===== config.mk =====
export PLATFORM = sky130hd
export DESIGN_NAME = fc_w_rd_chunked
export DESIGN_NICKNAME = d
export VERILOG_FILES = /design/src/rtl/fc_w_rd_chunked.sv
export SDC_FILE = /design/constraint.sdc
export NUM_CORES = 2
export LEC_CHECK = 0
export BUFFER_PORTS_ARGS = -buffer_cell sky130_fd_sc_hd__buf_2
export CAP_MARGIN = 20
export CORE_AREA = 3 3 473 475
export DETAILED_ROUTE_END_ITERATION = 10
export DIE_AREA = 0 0 476 478
export GPL_TIMING_DRIVEN = 0
export PLACE_DENSITY = 0.35
export SYNTH_ARGS = -nofsm -noshare
export SYNTH_HDL_FRONTEND = slang
export SYNTH_SLANG_ARGS = --single-unit

===== constraint.sdc =====
create_clock -name clk -period 16.8 [get_ports clk]
set_input_delay 0 -clock clk [delete_from_list [all_inputs] [get_ports clk]]
set_output_delay 0 -clock clk [all_outputs]
set_load 0.01 [all_outputs]

===== src/rtl/fc_w_rd_chunked.sv =====
// fc_w_rd_chunked: chunked DMA weight fetch feeding zero-point-corrected 9-bit lanes into the Fc weight FIFO
module fc_w_rd_chunked #(
    parameter int AXIS_DW         = 512,
    parameter int ADDR_W          = 32,
    parameter int LEN_W           = 20,
    parameter int MAX_CHUNK_BYTES = 4096
) (
    input  logic                     clk,
    input  logic                     rst,
    input  logic                     start_pulse,
    output logic                     done_pulse,
    output logic                     busy,
    input  logic [7:0]               wz,
    input  logic [31:0]              w_addr,
    input  logic [31:0]              w_n_bytes,
    output logic [ADDR_W-1:0]        dma_rd_desc_addr,
    output logic [LEN_W-1:0]         dma_rd_desc_len,
    output logic                     dma_rd_desc_valid,
    input  logic                     dma_rd_desc_ready,
    input  logic [AXIS_DW-1:0]       dma_rd_read_data_tdata,
    input  logic                     dma_rd_read_data_tvalid,
    output logic                     dma_rd_read_data_tready,
    input  logic                     dma_rd_read_data_tlast,
    output logic                     w_fifo_wr_en,
    output logic [AXIS_DW/8*9-1:0]   w_fifo_din,
    input  logic                     w_fifo_prog_full,
    output logic                     err_tlast
);
    localparam int LANES     = AXIS_DW / 8;
    localparam int MAX_BEATS = MAX_CHUNK_BYTES / LANES;

    typedef enum logic {D_IDLE, D_ISSUE} desc_st_e;
    typedef enum logic {R_IDLE, R_RUN} data_st_e;

    desc_st_e           dst_q, dst_d;
    data_st_e           dat_q, dat_d;
    logic               busy_q, busy_d, done_q, done_d, err_q, err_d;
    logic               v_q, v_d, last_q, last_d;
    logic [7:0]         wz_q, wz_d;
    logic [ADDR_W-1:0]  addr_q, addr_d;
    logic [31:0]        rem_desc_q, rem_desc_d, rem_beats_q, rem_beats_d, chunk_q, chunk_d;
    logic [AXIS_DW-1:0] data_q, data_d;
    logic [31:0]        chunk_bytes, start_beats, left_beats;
    logic               start_acc, beat;

    assign start_acc   = start_pulse && !busy_q;
    assign beat        = dma_rd_read_data_tvalid && dma_rd_read_data_tready;
    assign chunk_bytes = (rem_desc_q < 32'(MAX_CHUNK_BYTES)) ? rem_desc_q : 32'(MAX_CHUNK_BYTES);
    assign start_beats = w_n_bytes / 32'(LANES);
    assign left_beats  = rem_beats_q - 32'd1;

    assign done_pulse              = done_q;
    assign busy                    = busy_q;
    assign err_tlast               = err_q;
    assign w_fifo_wr_en            = v_q;
    assign dma_rd_desc_valid       = dst_q == D_ISSUE;
    assign dma_rd_desc_addr        = addr_q;
    assign dma_rd_desc_len         = LEN_W'(chunk_bytes);
    assign dma_rd_read_data_tready = (dat_q == R_RUN) && !w_fifo_prog_full;

    // Next-state for both FSMs, the chunk/total beat counters and the single-beat output stage
    always_comb begin
        dst_d       = dst_q;
        dat_d       = dat_q;
        busy_d      = done_q ? 1'b0 : busy_q;
        done_d      = v_q && last_q;
        err_d       = err_q;
        wz_d        = wz_q;
        addr_d      = addr_q;
        rem_desc_d  = rem_desc_q;
        rem_beats_d = rem_beats_q;
        chunk_d     = chunk_q;
        v_d         = beat;
        data_d      = beat ? dma_rd_read_data_tdata : data_q;
        last_d      = beat && rem_beats_q == 32'd1;
        if (dst_q == D_ISSUE && dma_rd_desc_ready) begin
            addr_d     = addr_q + ADDR_W'(chunk_bytes);
            rem_desc_d = rem_desc_q - chunk_bytes;
            dst_d      = (rem_desc_q == chunk_bytes) ? D_IDLE : D_ISSUE;
        end
        if (beat) begin
            err_d       = err_q || (dma_rd_read_data_tlast != (chunk_q == 32'd1));
            rem_beats_d = left_beats;
            chunk_d     = (chunk_q != 32'd1) ? chunk_q - 32'd1 :
                          (left_beats < 32'(MAX_BEATS)) ? left_beats : 32'(MAX_BEATS);
            dat_d       = (rem_beats_q == 32'd1) ? R_IDLE : R_RUN;
        end
        if (start_acc) begin
            busy_d      = 1'b1;
            done_d      = w_n_bytes == 32'd0;
            err_d       = 1'b0;
            wz_d        = wz;
            addr_d      = ADDR_W'(w_addr);
            rem_desc_d  = w_n_bytes;
            rem_beats_d = start_beats;
            chunk_d     = (start_beats < 32'(MAX_BEATS)) ? start_beats : 32'(MAX_BEATS);
            dst_d       = (w_n_bytes == 32'd0) ? D_IDLE : D_ISSUE;
            dat_d       = (w_n_bytes == 32'd0) ? R_IDLE : R_RUN;
        end
    end

    // Lane-wise zero-point subtraction on the registered beat
    always_comb begin
        w_fifo_din = '0;
        for (int i = 0; i < LANES; i++)
            w_fifo_din[9*i +: 9] = {1'b0, data_q[8*i +: 8]} - {1'b0, wz_q};
    end

    // State registers
    always_ff @(posedge clk) begin
        if (rst) begin
            dst_q       <= D_IDLE;
            dat_q       <= R_IDLE;
            busy_q      <= 1'b0;
            done_q      <= 1'b0;
            err_q       <= 1'b0;
            wz_q        <= '0;
            addr_q      <= '0;
            rem_desc_q  <= '0;
            rem_beats_q <= '0;
            chunk_q     <= '0;
            v_q         <= 1'b0;
            data_q      <= '0;
            last_q      <= 1'b0;
        end else begin
            dst_q       <= dst_d;
            dat_q       <= dat_d;
            busy_q      <= busy_d;
            done_q      <= done_d;
            err_q       <= err_d;
            wz_q        <= wz_d;
            addr_q      <= addr_d;
            rem_desc_q  <= rem_desc_d;
            rem_beats_q <= rem_beats_d;
            chunk_q     <= chunk_d;
            v_q         <= v_d;
            data_q      <= data_d;
            last_q      <= last_d;
        end
    end
endmodule


==> qor.csv <==
metric,value,unit
initial antenna violation count,76,
Ys Warns,0,
first-pass GRT wire length,351,mm
pre-CTS WS,11420,ps
PwrDens,92.6,nW/um^2
worst min path class,in2reg,
number of post-CTS setup repair buffers,0,
clock sinks,655,
Crit path max-delay family,simple AND/OR/NAND/NOR gates,
Final WS setup,10760,ps
# nets final,8853,
Crit path required time,17510,ps
I/O pin count,1225,
static leakage,29.1,nW
Post-DRT Antenna Nets,0,
number of global-route vias before repair,47678,
Adder-Cell Fraction of Synth Area,18.5,%
status,"complete, no violations",
clk_skew,58.3,ps
Die Ht,478,um
Post-synth EDFFs,0,
Total Power,0.00605,W
Compound-Gate Fraction of Synth Area,19.8,%
Post-Place Cells,9769,
port bufs,1216,
Clk Tree Root Cell,clkbuf_16,
Tot GR Track Use,21.4,%
WS Path Type,reg2reg,
"Slowest-stage cell, CP",o31ai_1,
# DRC,0,
Final period util,35.9,%
via/cell ratio,4.42,
Max Slew Vio Count,0,
critical-path maximum fanout,10,
clock latency on the worst-skew pair,760,ps
Mapped Cells,5551,
Final min period,6040,ps
Setup crit end kind,flop,
VDD IR max,0.0795,mV
Worst Reg-to-Reg Cells,18,
Worst Path Arrival,6740,ps
sum of buffers and inverters on the critical path,3,
WL final,253,mm
Critical R2R Capture,dma_rd_desc_addr[28]$_SDFFE_PP0P_,
critical path launch point type,flop,
H-tree Lvls,3,
site row count,172,
CTS tree,yes,
Die Footprint,228000,um^2
DRT iter0 DRCs,2416,
post-CTS sizing,0,
Max clock buf depth,3,
clock-pin slew on the worst setup and hold paths,60,ps
synthesized area per cell,7.96,um^2
beginning of the worst register-to-register path,rem_desc_q[16]$_SDFFE_PP0P_,
CP max stage delay,740,ps
RSZ-0062 raised after global routing,false,
DR WL/cell,23.6,um
share of cells above drive strength 1,18.5,%
post-synthesis xor/xnor area fraction,9.17,%
Starting Density,20.1,%
total number of vias,47351,
die width,476,um
Synth cell types,65,
hold depth,4,
Hold Startpoint,dma_rd_read_data_tdata[201],
hold violation total from the final report,0,
Final setup violation count,0,
final cell count without fillers,10718,
combinational family with the most area after synthesis,compound AO/OA/AOI/OAI gates,
mux share of post-synthesis cell area,0.0934,%
dpl hpwl,201,mm
Final GP Congestion,0.893,
CP Cell Sequence,"nor4_1, and4_1, and3_1, buf_2, clkbuf_1, and3_1, ha_1, fa_1, a21oi_1, nor2_1, o21ai_0, nand3_1, nor4_1, o31ai_1, a211oi_1, or4b_2, a31oi_1, dlygate4sd3_1",
total gr overflow,0,
Peak Freq,166,MHz
synthesized area,44200,um^2
Max Cap Viol,0,
asr flop ratio synth,0,%
drt first pass iters,5,
"Seq/Total Area, Yosys",29.7,%
Simple-Gate Fraction of Synth Area,18.1,%
Core ar.,220000,um^2
predominant post-synthesis flop cell,dfxtp_1,
hold endpoint,data_q[201]$_SDFFE_PP0P_,
R2R setup slack,10760,ps
Slew headroom,27.3,%
"FF+latch count, synth",655,
area grow syn2layout,47.9,%
clock buffer count from CTS,95,
largest net degree at the start of global routing,36,
Slew @ Worst Pin,1090,ps
[where the power goes]
group	internal [W]	total, W	switching [W]
Sequential	0.00161	0.00166	0.0000496
Combinational	0.000909	0.00224	0.00133
Clock	0.00128	0.00215	0.000879
[cells by family (layout without fill, tap and decap cells)]
group           count (synthesis)  in the layout
other cells                     2             65
buf+inv                       534           2680
compound gates               1480           1480
simple gates                 1800           1800
fa+ha+maj                     613            613
flops                         655            655
mux                             4              4
xor+xnor                      463            463
[worst max path at each step]
stage / start / endpoint / slack (ps) / cells past startpoint
after floorplan: wz_q[1]$_SDFFE_PP0P_ / w_fifo_din[106] / 9480 / 10
after global placement: wz_q[1]$_SDFFE_PP0P_ / w_fifo_din[484] / -2800 / 11
after detailed placement: rem_desc_q[16]$_SDFFE_PP0P_ / dma_rd_desc_addr[28]$_SDFFE_PP0P_ / 11420 / 17
after CTS: rem_desc_q[16]$_SDFFE_PP0P_ / dma_rd_desc_addr[28]$_SDFFE_PP0P_ / 10840 / 18
after global routing: rem_desc_q[16]$_SDFFE_PP0P_ / dma_rd_desc_addr[28]$_SDFFE_PP0P_ / 10350 / 18
final: rem_desc_q[16]$_SDFFE_PP0P_ / dma_rd_desc_addr[28]$_SDFFE_PP0P_ / 10760 / 18
[repair_timing]
| action | 4_1_cts | 5_1_grt |
|---|---|---|
| hold endpoints to repair | 623 | 0 |
| hold buffers | 741 | 0 |
| endpoints found under the setup margin | 0 | 0 |
[layout by cell type, fill, tap and decap left out, types with 27 or more instances in the layout]
cell type	Yosys	routed
buf_2	8	1224
nand2_1	1151	1151
a21oi_1	775	775
dlygate4sd3_1	0	741
dfxtp_1	655	653
ha_1	548	548
a21o_1	384	384
xor2_1	281	281
inv_1	287	280
clkbuf_1	224	246
o21ai_0	189	189
xnor2_1	182	182
nor2_1	144	144
nand2b_1	143	143
nor2b_1	135	135
clkbuf_16	0	95
fa_1	65	65
nor3_1	49	49
diode_2	0	39
nor4_1	39	39
nand3_1	36	36
o21bai_1	27	27
[sequential cells by signal (all words and copies together) (netlist names)]
| signal | cells |
|---|---|
| busy | 1 |
| chunk_q | 32 |
| dat_q | 1 |
| data_q | 512 |
| dma_rd_desc_addr | 32 |
| dma_rd_desc_valid | 1 |
| done_pulse | 1 |
| err_tlast | 1 |
| last_q | 1 |
| rem_beats_q | 32 |
| rem_desc_q | 32 |
| w_fifo_wr_en | 1 |
| wz_q | 8 |
[synthesized netlist by cell type, types with 22 or more instances]
cell type,instances,area share (%)
ha_1,548,16
o21ai_0,189,2.1
clkbuf_1,224,1.9
a21o_1,384,6.5
nor2b_1,135,1.9
fa_1,65,2.9
nor4_1,39,0.55
nand2_1,1151,9.8
a311oi_1,22,0.44
xor2_1,281,5.6
a21oi_1,775,8.8
inv_1,287,2.4
nor3_1,49,0.55
nand3_1,36,0.41
and3_1,23,0.33
dfxtp_1,655,30
nand2b_1,143,2.0
o21bai_1,27,0.46
a211oi_1,24,0.41
nor2_1,144,1.2
xnor2_1,182,3.6
[through the flow]
step                      hold WS [ps]  utilization (%)  area, um^2  setup TNS, ps
final                             84.4             29.7       65400              0
after global routing              17.7             29.7       65300              0
after CTS                        0.670             29.7       65300              0
after detailed placement           246             24.8       54600              0
after global placement             244             24.6       54100        -413860
after floorplan                   58.1                -       44300              0
[worst register-to-register path, delay by kind of cell, from the launching register on]
kind | cells | cell delay (ps)
DFF | 1 | 350
adders and majority gates | 2 | 500
and+or+nand+nor | 8 | 2640
buffers and inverters | 3 | 1080
AOI/OAI and AO/OA | 5 | 1410
[routing by layer]
| metal | global-route usage [%] | share of wire, % | up-vias |
|---|---|---|---|
| li1 | - | - | 23055 |
| met1 | 26.2 | 43 | 22604 |
| met2 | 36.9 | 48 | 1337 |
| met3 | 4.68 | 6.2 | 329 |
| met4 | 6.99 | 3.5 | 26 |
| met5 | 0 | 0.066 | - |
[area by class of cell]
cell class	instances	area, um^2
diodes	39	97.6
clock inverters	28	517
fillers	24142	154000
inverters	288	1120
multi-input cells	4386	29100
plain buffers	246	965
flip-flops and latches	655	13100
well taps	2958	3700
clock buffers	141	2750
repair buffers	1977	14000
No activity file was read; power rests on OpenSTA's default activity.
